[config.mk]
export PLATFORM = sky130hd
export DESIGN_NAME = wb_stage
export DESIGN_NICKNAME = d
export VERILOG_FILES = /design/src/rtl/wb_stage.sv
export SDC_FILE = /design/constraint.sdc
export NUM_CORES = 1
export LEC_CHECK = 0
export CORE_MARGIN = 3
export CORE_UTILIZATION = 48
export CTS_BUF_LIST = sky130_fd_sc_hd__clkbuf_8
export CTS_CLUSTER_DIAMETER = 60
export DETAILED_ROUTE_END_ITERATION = 8
export DONT_BUFFER_PORTS = 1
export PLACE_DENSITY = 0.65
export RECOVER_POWER = 100
export REMOVE_ABC_BUFFERS = 1
export SETUP_SLACK_MARGIN = 0.4
export SKIP_CTS_REPAIR_TIMING = 1
export SLEW_MARGIN = 10
export SYNTH_ARGS = -nofsm -noshare
export SYNTH_HDL_FRONTEND = slang
export SYNTH_SLANG_ARGS = --single-unit
[constraint.sdc]
create_clock -name clk -period 2.64 [get_ports clk]
set_input_delay 0.396 -clock clk [delete_from_list [all_inputs] [get_ports clk]]
set_output_delay 0.396 -clock clk [all_outputs]
set_load 0.03 [all_outputs]
[src/rtl/wb_stage.sv]
// rtl/wb_stage.sv - write-back stage: ALU/load arbitration, load-result queue, pending-load scoreboard
//
// Ports:
//   clk, reset                      clock; asynchronous active-high reset
//   iAluValid/iAluAddr/iAluData     ALU result; held by upstream while oAluStall is high
//   oAluStall                       ALU result not accepted this cycle
//   iLdIssue/iLdIssueAddr           load issued to memory; marks its destination busy
//   iMemValid/iMemAddr/iMemData     returning load data; accepted only when oMemReady
//   oMemReady                       load-result queue has room
//   rf_we/WAddr/WData               registered register-file write port
//   oBusy                           pending-load scoreboard, bit n = register n

module wb_stage #(
    parameter int LDQ_DEPTH = 2
) (
    input  logic        clk,
    input  logic        reset,
    input  logic        iAluValid,
    input  logic [4:0]  iAluAddr,
    input  logic [31:0] iAluData,
    output logic        oAluStall,
    input  logic        iLdIssue,
    input  logic [4:0]  iLdIssueAddr,
    input  logic        iMemValid,
    input  logic [4:0]  iMemAddr,
    input  logic [31:0] iMemData,
    output logic        oMemReady,
    output logic        rf_we,
    output logic [4:0]  WAddr,
    output logic [31:0] WData,
    output logic [31:0] oBusy
);

    localparam int CNT_W = $clog2(LDQ_DEPTH + 1);
    localparam int PTR_W = (LDQ_DEPTH > 1) ? $clog2(LDQ_DEPTH) : 1;
    localparam logic [CNT_W-1:0] FULL_COUNT = CNT_W'(LDQ_DEPTH);
    localparam logic [PTR_W-1:0] LAST_PTR   = PTR_W'(LDQ_DEPTH - 1);

    logic [4:0]       qAddr [LDQ_DEPTH];
    logic [31:0]      qData [LDQ_DEPTH];
    logic [PTR_W-1:0] rdPtr;
    logic [PTR_W-1:0] wrPtr;
    logic [CNT_W-1:0] count;

    logic        aluAccept;
    logic        doPop;
    logic        doPush;
    logic [4:0]  headAddr;
    logic [31:0] headData;
    logic [31:0] setMask;
    logic [31:0] clearMask;

    // Both flags come straight from the count register so neither the ALU
    // nor the memory side ever sees a combinational path from its inputs.
    assign oMemReady = (count < FULL_COUNT);
    assign oAluStall = (count == FULL_COUNT);

    assign headAddr = qAddr[rdPtr];
    assign headData = qData[rdPtr];

    // ALU has priority unless the queue is full; a full queue forces a pop,
    // so the stall always clears the following cycle.
    assign aluAccept = iAluValid && !oAluStall;
    assign doPop     = !aluAccept && (count != '0);
    assign doPush    = iMemValid && oMemReady;

    // A pop's clear and an issue's set on the same bit resolve to set, since
    // the new load is still outstanding.
    assign setMask   = iLdIssue ? (32'd1 << iLdIssueAddr) : 32'd0;
    assign clearMask = doPop ? (32'd1 << headAddr) : 32'd0;

    // Queue storage is only read where count says an entry is valid, so it
    // needs no reset.
    always_ff @(posedge clk) begin
        if (doPush) begin
            qAddr[wrPtr] <= iMemAddr;
            qData[wrPtr] <= iMemData;
        end
    end

    always_ff @(posedge clk or posedge reset) begin
        if (reset) begin
            rdPtr <= '0;
            wrPtr <= '0;
            count <= '0;
        end else begin
            if (doPush) begin
                wrPtr <= (wrPtr == LAST_PTR) ? '0 : wrPtr + 1'b1;
            end
            if (doPop) begin
                rdPtr <= (rdPtr == LAST_PTR) ? '0 : rdPtr + 1'b1;
            end
            case ({doPush, doPop})
                2'b10:   count <= count + 1'b1;
                2'b01:   count <= count - 1'b1;
                default: count <= count;
            endcase
        end
    end

    always_ff @(posedge clk or posedge reset) begin
        if (reset) begin
            rf_we <= 1'b0;
            WAddr <= '0;
            WData <= '0;
            oBusy <= '0;
        end else begin
            rf_we <= aluAccept || doPop;
            if (aluAccept) begin
                WAddr <= iAluAddr;
                WData <= iAluData;
            end else if (doPop) begin
                WAddr <= headAddr;
                WData <= headData;
            end
            oBusy <= (oBusy & ~clearMask) | setMask;
        end
    end

endmodule

# Yosys cells after proc, flatten, opt, wreduce, memory -nomap -nowiden
# Memories as Yosys holds them, arrays and structs flattened.
# Cells that the tools add are included.
word_totals:
  word_cells: 42
  reg_bits: 74
  mem_bits_ro: 0
  in_bits: 84
  n_memories: 2
  mem_bits_rw: 74
  latchBits: 0
op_classes:
  n_addsub: 4
  bitwise: 3
  order_cmp: 1
  div_mod_pow: 0
  shift: 2
  muxes: 11
  mul: 0
  n_reduce_logical: 9
  eq_ne: 3
mem_list:
  columns: ["memory", "words", "width", "read_ports", "rd_clocked_by_memory_dff", "write_ports", "line", "source"]
  rows:
  - ["qData", 2, 32, 1, 0, 1, "40", "logic [31:0] qData [LDQ_DEPTH];"]
  - ["qAddr", 2, 5, 1, 0, 1, "39", "logic [4:0] qAddr [LDQ_DEPTH];"]
op_table:
  columns: ["cell", "n"]
  rows:
  - ["$mux W32", 4]
  - ["$shl A1 B5 Y32 const A", 2]
  - ["$and A32 B32 Y32", 1]
  - ["$not A32 Y32", 1]
  - ["$or A32 B32 Y32", 1]
  - ["$mux W5", 2]
  - ["$reduce_bool A2 Y1", 3]
  - ["$eq A2 B2 Y1 const B", 2]
  - ["$mux W1", 4]
  - ["$pmux W2 S2", 1]
  - ["$logic_and A1 B1 Y1", 3]
  - ["$add A1 B1 Y1 const B", 2]
  - ["$add A2 B1 Y2 const B", 1]
  - ["$eq A2 B1 Y1 const B", 1]
  - ["$logic_not A1 Y1", 2]
  - ["$lt A2 B2 Y1 const B", 1]
  - ["$sub A2 B1 Y2 const B", 1]
  - ["$logic_or A1 B1 Y1", 1]

# Longest topological paths before layout
# Gate-level depths: netlist of the first run.
logic_depth:
  ltp_word: 9
  mapped_depth: 7
  ltp_nobuf: 6

# Worst setup path before layout of the first run
# Ideal clock, no wire load.
synth_path:
  path_type: "register to register"
  from: "register count[1]"
  to: "memory qAddr[0][0], enable pin"
  t_arrival_ps: 2326
  setup_ps: 431
  path_slack_ps: -118
  stages_incl_launch_ff: 4
  path_cell_list: "dfrtp_1 inv_2 nand2_1 nor2_1"
synth_between:
  elab_chain_cells: 4
synth_rtl:
  columns: ["element", "line", "source"]
  rows:
  - ["start, declared", "43", "logic [CNT_W-1:0] count;"]
  - ["start signal, assigned", "94", "2'b10: count <= count + 1'b1;"]
  - ["start signal, assigned", "95", "2'b01: count <= count - 1'b1;"]
  - ["start signal, assigned", "96", "default: count <= count;"]
  - ["$lt A2 B2 Y1", "55", "assign oMemReady = (count < FULL_COUNT);"]
  - ["net oMemReady", "27", "output logic oMemReady,"]
  - ["$logic_and A1 B1 Y1", "65", "assign doPush = iMemValid && oMemReady;"]
  - ["$mux W1", "75", "if (doPush) begin"]
  - ["$mux W1 (implied by the code)", "76", "qAddr[wrPtr] <= iMemAddr;"]
  - ["end, declared", "39", null]
# The timed path passes the listed nets, and every way through them passes these cells.

# Final worst setup path of the first run
layout_path:
  from: "register rdPtr"
  to: "register WData[14]"
layout_between:
  elab_chain_cells: 3
layout_rtl:
  columns: ["element", "line", "source"]
  rows:
  - ["start, declared", "41", "logic [PTR_W-1:0] rdPtr;"]
  - ["start signal, assigned", "91", "rdPtr <= (rdPtr == LAST_PTR) ? '0 : rdPtr + 1'b1;"]
  - ["$mem_v2 Z2 W32", null, null]
  - ["$mux W32", "112", "end else if (doPop) begin"]
  - ["$mux W32", "109", "if (aluAccept) begin"]
  - ["end signal, assigned", "111", "WData <= iAluData;"]
  - ["end signal, assigned", "114", "WData <= headData;"]
  - ["end, declared", "30", "output logic [31:0] WData,"]
# Every way passes these cells. The select of a mux whose other input is x is not followed.
# A chain may end at the register's enable or synchronous reset.

==> flow_summary.json, run 1 <==
{
  "status": "finished with violations",
  "violations": "max-capacitance violations, max-slew violations",
  "dp_cells": 646,
  "clockRootBuffer": "clkbuf_8",
  "synth_xor_area_frac": 0.006912,
  "irDropWorstVdd_uv": 588.9,
  "port_buffers": 0,
  "hold_viol": 0,
  "fin_crit_ns": 2.162,
  "leakage_nw": 2.770,
  "antenna_found_initial": 0,
  "post-route-period-util": 0.8191,
  "mostFrequentLayoutCells": "95 x nand2_1, 74 x dfrtp_1, 74 x edfxtp_1",
  "viasPerCell": 5.592,
  "placed_cell_area_um2": 6485,
  "synth-simple-area-share": 0.1072,
  "numCtsBuffers": 17,
  "dpl.hpwl_um": 9673,
  "cts_max_level": 4,
  "synthDistinctLibCells": 44,
  "cts.sink_count": 148,
  "worstPathArrival_ns": 2.48,
  "synth_compound_area_frac": 0.09281,
  "dieArea_um2": 14610,
  "hold_path.class": "input port to flip-flop",
  "rows": 41,
  "num_vias": 3993,
  "rsz0062_at_grt": "no",
  "endpoint_kind": "flip-flop",
  "nNetsFinal": 614,
  "clk_pin_slew_worst_paths_ns": 0.09,
  "ys_seq_elements": 148,
  "route.detailed.drc": 0,
  "synth-seq-area-share": 0.6430,
  "cp.required_ns": 2.96,
  "design_area_um2": 7174,
  "first_iter_violations": 254,
  "fill_cells": 1063,
  "synth_edf_count": 74,
  "maxCapViolations": 1,
  "die_h_um": 120.9,
  "fmax_mhz": 462.4,
  "worst_clock_skew_ns": 0.008207,
  "synthAdderAreaFrac": 0.001975,
  "crit_type": "flip-flop to flip-flop",
  "grt_max_degree": 68,
  "dieWidth_um": 120.9,
  "ys_async_sr_fraction": 0.5000,
  "slew_viol_final": 33,
  "area_growth_pct": 13.23,
  "core_area_um2": 12770,
  "antenna_left": 0,
  "clockBufferDepth": 2,
  "tritoncts": "done",
  "holdWs_ns": 0.03603,
  "muxShareOfSynthArea": 0.1155,
  "gp_congestion": 0.8650,
  "syn_area_um2": 6336,
  "crit_path_max_fanout": 31,
  "worst_slew_pin_slew_ns": 1.668,
  "grt_pass1_vias": 3887,
  "routed_wl_um": 13880,
  "powerDensity_nw_per_um2": 1201,
  "maxSlewHeadroom": -0.1183,
  "clock_latency_ns": 0.46,
  "io_pins": 156,
  "grt_pass1_wl_um": 20980,
  "synthCells": 491,
  "synth_top_family_by_area": "multiplexers",
  "post-route-util": 0.5617,
  "yosysWarnings": 0,
  "startpoint_type": "flip-flop",
  "drive_gt1_frac": 0.1624,
  "synth.avg_cell_area_um2": 12.90,
  "start_util": 0.4960,
  "wire_per_inst_um": 19.45,
  "n_antenna_cell": 0,
  "fin_cells": 714,
  "grt_usage": 0.1916,
  "synth_top_flop_cell": "edfxtp_1",
  "drtPass1Iterations": 4,
  "overflow": 0,
  "mostFrequentLayoutCell": "nand2_1",
  "setup_viol": 0
}
## power breakdown
part / internal, mW / leakage (nW) / total (mW) / switching [mW]
combinational: 0.926 / 1.04 / 2.09 / 1.16
sequential: 3.23 / 1.56 / 4.94 / 1.71
clock: 0.668 / 0.175 / 1.59 / 0.921
## final timing paths
kind	start	slack [ns]	end	depth (start not counted)
max	rdPtr$_DFFE_PP0P_	0.48	WData[14]$_DFFE_PP0P_	4
min in group asynchronous	reset	0.79	WData[12]$_DFFE_PP0P_	2
max in group asynchronous	reset	0.65	WData[23]$_DFFE_PP0P_	3
max reg2reg	rdPtr$_DFFE_PP0P_	0.48	WData[14]$_DFFE_PP0P_	4
min	iMemAddr[1]	0.04	qAddr[0][1]$_DFFE_PP_	0
min reg2reg	wrPtr$_DFFE_PP0P_	0.55	wrPtr$_DFFE_PP0P_	1
## flip-flops by register name (all words and copies together), names as in the netlist
name	cells
qData	64
WData	32
oBusy	32
rdPtr	1
count	2
rf_we	1
qAddr	10
WAddr	5
wrPtr	1
## through the flow
step           setup TNS (ns)  setup slack (ns)  total power, mW
2_1_floorplan          -60.20            -1.762            6.445
3_3_place_gp                0            0.7355            7.020
3_5_place_dp                0            0.6998            7.115
4_1_cts                     0            0.6689            8.704
5_1_grt                     0            0.3009            9.090
6_report                    0            0.4775            8.614
## cell families (layout without fill, tap and decap cells)
| family | Yosys count | after routing |
|---|---|---|
| and+or+nand+nor | 150 | 150 |
| muxes | 69 | 69 |
| DFF | 148 | 148 |
| adders and majority gates | 1 | 1 |
| AOI/OAI and AO/OA | 88 | 88 |
| buffers and inverters | 30 | 81 |
| xor gates and xnor gates | 5 | 5 |
## cells in the mapped netlist, drive strengths merged, types with 2 or more instances
cell type | count | area share
nand2 | 95 | 0.056
dfrtp | 74 | 0.29
edfxtp | 74 | 0.35
o21ai | 44 | 0.038
mux2i | 36 | 0.057
mux2 | 33 | 0.059
o31ai | 24 | 0.028
buf | 19 | 0.026
nand3 | 10 | 0.0079
nor2 | 10 | 0.0059
nor3 | 10 | 0.0079
nor2b | 7 | 0.0081
clkbuf | 6 | 0.0036
and3 | 5 | 0.0049
inv | 5 | 0.0030
nor3b | 5 | 0.0067
a21oi | 4 | 0.0032
o221a | 4 | 0.0071
xnor2 | 4 | 0.0055
nand2b | 3 | 0.0030
a22oi | 2 | 0.0032
a31oi | 2 | 0.0020
a32oi | 2 | 0.0028
and3b | 2 | 0.0028
o22a | 2 | 0.0028
o22ai | 2 | 0.0020
## critical path, cell delays in order, from the launching register on
cell,delay [ns]
dfrtp_1,0.99
buf_4,0.39
mux2_2,0.37
mux2i_1,0.17
o21ai_0,0.10
## layer usage
| metal | GRT usage | vias to the layer above | routed length [um] |
|---|---|---|---|
| li1 | - | 1863 | - |
| met1 | 0.2282 | 1955 | 5698 |
| met2 | 0.2973 | 153 | 6814 |
| met3 | 0.09557 | 22 | 1143 |
| met4 | 0.07578 | 0 | 228 |
| met5 | 0 | - | 0 |
## layout make-up
type / instances / area, um^2 / share of cell area
Timing Repair Buffer: 44 / 441.7 / 0.06156
Multi-Input combinational cell: 313 / 2069 / 0.2885
Clock buffer: 17 / 234.0 / 0.03261
Sequential cell: 148 / 4074 / 0.5678
Clock inverter: 15 / 120.1 / 0.01674
Inverter: 5 / 20.02 / 0.002790
Tap cell: 172 / 215.2 / 0.03000
(Power assumes the default switching activity.)
==> run 2: changes to the inputs <==
Settings changed: PLACE_DENSITY 0.65 to not set.
Clock period 2.64 ns to 1.99 ns, I/O delays scaled along.
==> run 2 against run 1 <==
The flow finishes with violations (negative hold slack). Critical path type unchanged. Critical endpoint is now qData[0][7]$_DFFE_PP_. Sequential share of layout area fell by 3.3 points. Clock-buffer cell count did not move. Largest power group unchanged. Via count rose by 4.4%. Combinational power rose by 68%. Utilization rose by 3.5 points.
==> flow_summary.json, run 2 (synthesis gave the netlist of run 1 again) <==
{
  "clockRootBuffer": "clkbuf_8",
  "viasPerCell": 5.641,
  "fin_setup_tns_ns": 0,
  "clockBufferDepth": 2,
  "critPathMaxStageDelay_ns": 0.44,
  "worstPathArrival_ns": 1.85,
  "area_growth_pct": 20.32,
  "cts.sink_count": 148,
  "cts_max_level": 4,
  "p_total_mw": 12.18,
  "nNetsFinal": 639,
  "worst_clock_skew_ns": 0.008736,
  "mostFrequentLayoutCell": "nand2_1",
  "finalWorstSetupSlack_ns": 0.2693,
  "status": "finished with violations",
  "preCtsSetupSlack_ns": 0.2464,
  "violations": "negative hold slack",
  "fin_cells": 739,
  "grt_pass1_vias": 4075,
  "tritoncts": "done",
  "leakage_nw": 2.953,
  "clk_pin_slew_worst_paths_ns": 0.08,
  "start_util": 0.4960,
  "maxSlewHeadroom": 0.1207,
  "post-route-util": 0.5968,
  "grt_usage": 0.1991,
  "rsz0062_at_grt": "yes",
  "drtPass1Iterations": 4,
  "slew_viol_final": 0,
  "crit_path_max_fanout": 37,
  "antenna_found_initial": 0,
  "wire_per_inst_um": 20.60,
  "mostFrequentLayoutCells": "95 x nand2_1, 74 x dfrtp_1, 74 x edfxtp_1",
  "maxCapViolations": 0,
  "routed_wl_um": 15220,
  "dp_cells": 649,
  "io_pins": 156,
  "n_antenna_cell": 0,
  "fmax_mhz": 581.2,
  "hold_path.class": "input port to flip-flop",
  "dpl.hpwl_um": 9407,
  "crit_family": "buffers and inverters",
  "port_buffers": 0,
  "top_regs": "qData: 64 flops, WData: 32 flops, oBusy: 32 flops",
  "crit_type": "flip-flop to flip-flop",
  "grt_pass1_wl_um": 22050,
  "numCtsBuffers": 17,
  "hold_viol": 1,
  "clock_latency_ns": 0.45,
  "worstPathCellList": "inv_2 > nand2_1 > nor2_1 > buf_12",
  "holdWs_ns": -0.002177,
  "setup_viol": 0,
  "design_area_um2": 7624,
  "worst_slew_pin_slew_ns": 1.312,
  "rows": 41,
  "fin_crit_ns": 1.721,
  "worst-path-buf-inv": 2,
  "powerDensity_nw_per_um2": 1597,
  "cp_slowest_cell": "dfrtp_1",
  "largest_reg_flops": 64,
  "grt_max_degree": 51,
  "cp.required_ns": 2.12,
  "antenna_left": 0,
  "placed_cell_area_um2": 6520,
  "gp_congestion": 0.8079,
  "dieArea_um2": 14610,
  "top_register": "qData",
  "irDropWorstVdd_uv": 844.5,
  "overflow": 0,
  "route.detailed.drc": 0,
  "startpoint_type": "flip-flop",
  "core_area_um2": 12770,
  "endpoint_kind": "flip-flop",
  "drive_gt1_frac": 0.2011,
  "first_iter_violations": 284,
  "num_vias": 4169,
  "post-route-period-util": 0.8647,
  "die_h_um": 120.9,
  "dieWidth_um": 120.9
}
==> run 2: area by class of cell <==
cell class	count	area [um^2]
Fill cell	1060	5150
Sequential cell	148	4074
Multi-Input combinational cell	313	2177
Timing Repair Buffer	69	768.2
Clock buffer	17	234.0
Tap cell	172	215.2
Clock inverter	15	135.1
Inverter	5	20.02
==> run 2: worst reg2reg max path, stage by stage, from the launching register on <==
cell and delay, ns:
dfrtp_1 0.44, inv_2 0.23, nand2_1 0.21, nor2_1 0.23, buf_12 0.27
==> run 2: where the power goes <==
part           total, mW  internal [mW]  switching, mW  leakage (nW)
Combinational       3.52           1.65           1.88          1.23
Clock               2.17          0.991           1.18         0.168
Sequential          6.48           4.29           2.20          1.56
Total               12.2           6.92           5.25          2.95
==> run 2: layer usage <==
layer  part of all wire  up-vias  GRT usage
met1               0.41     2085     0.2490
met4              0.017        0    0.08286
met2               0.49      152     0.2994
met5                  0        -          0
li1                   -     1912          -
met3              0.074       20    0.09184
==> run 2: final timing paths <==
kind | slack [ns] | depth (start not counted) | start | endpoint
worst max-delay path | 0.27 | 4 | count[1]$_DFFE_PP0P_ | qData[0][7]$_DFFE_PP_
worst min-delay path | -0.002 | 2 | iLdIssueAddr[0] | oBusy[19]$_DFF_PP0_
worst max register to register | 0.27 | 4 | count[1]$_DFFE_PP0P_ | qData[0][7]$_DFFE_PP_
worst min register to register | 0.51 | 1 | wrPtr$_DFFE_PP0P_ | wrPtr$_DFFE_PP0P_
max in group asynchronous | 0.58 | 3 | reset | oBusy[18]$_DFF_PP0_
min in group asynchronous | 0.58 | 2 | reset | WData[19]$_DFFE_PP0P_
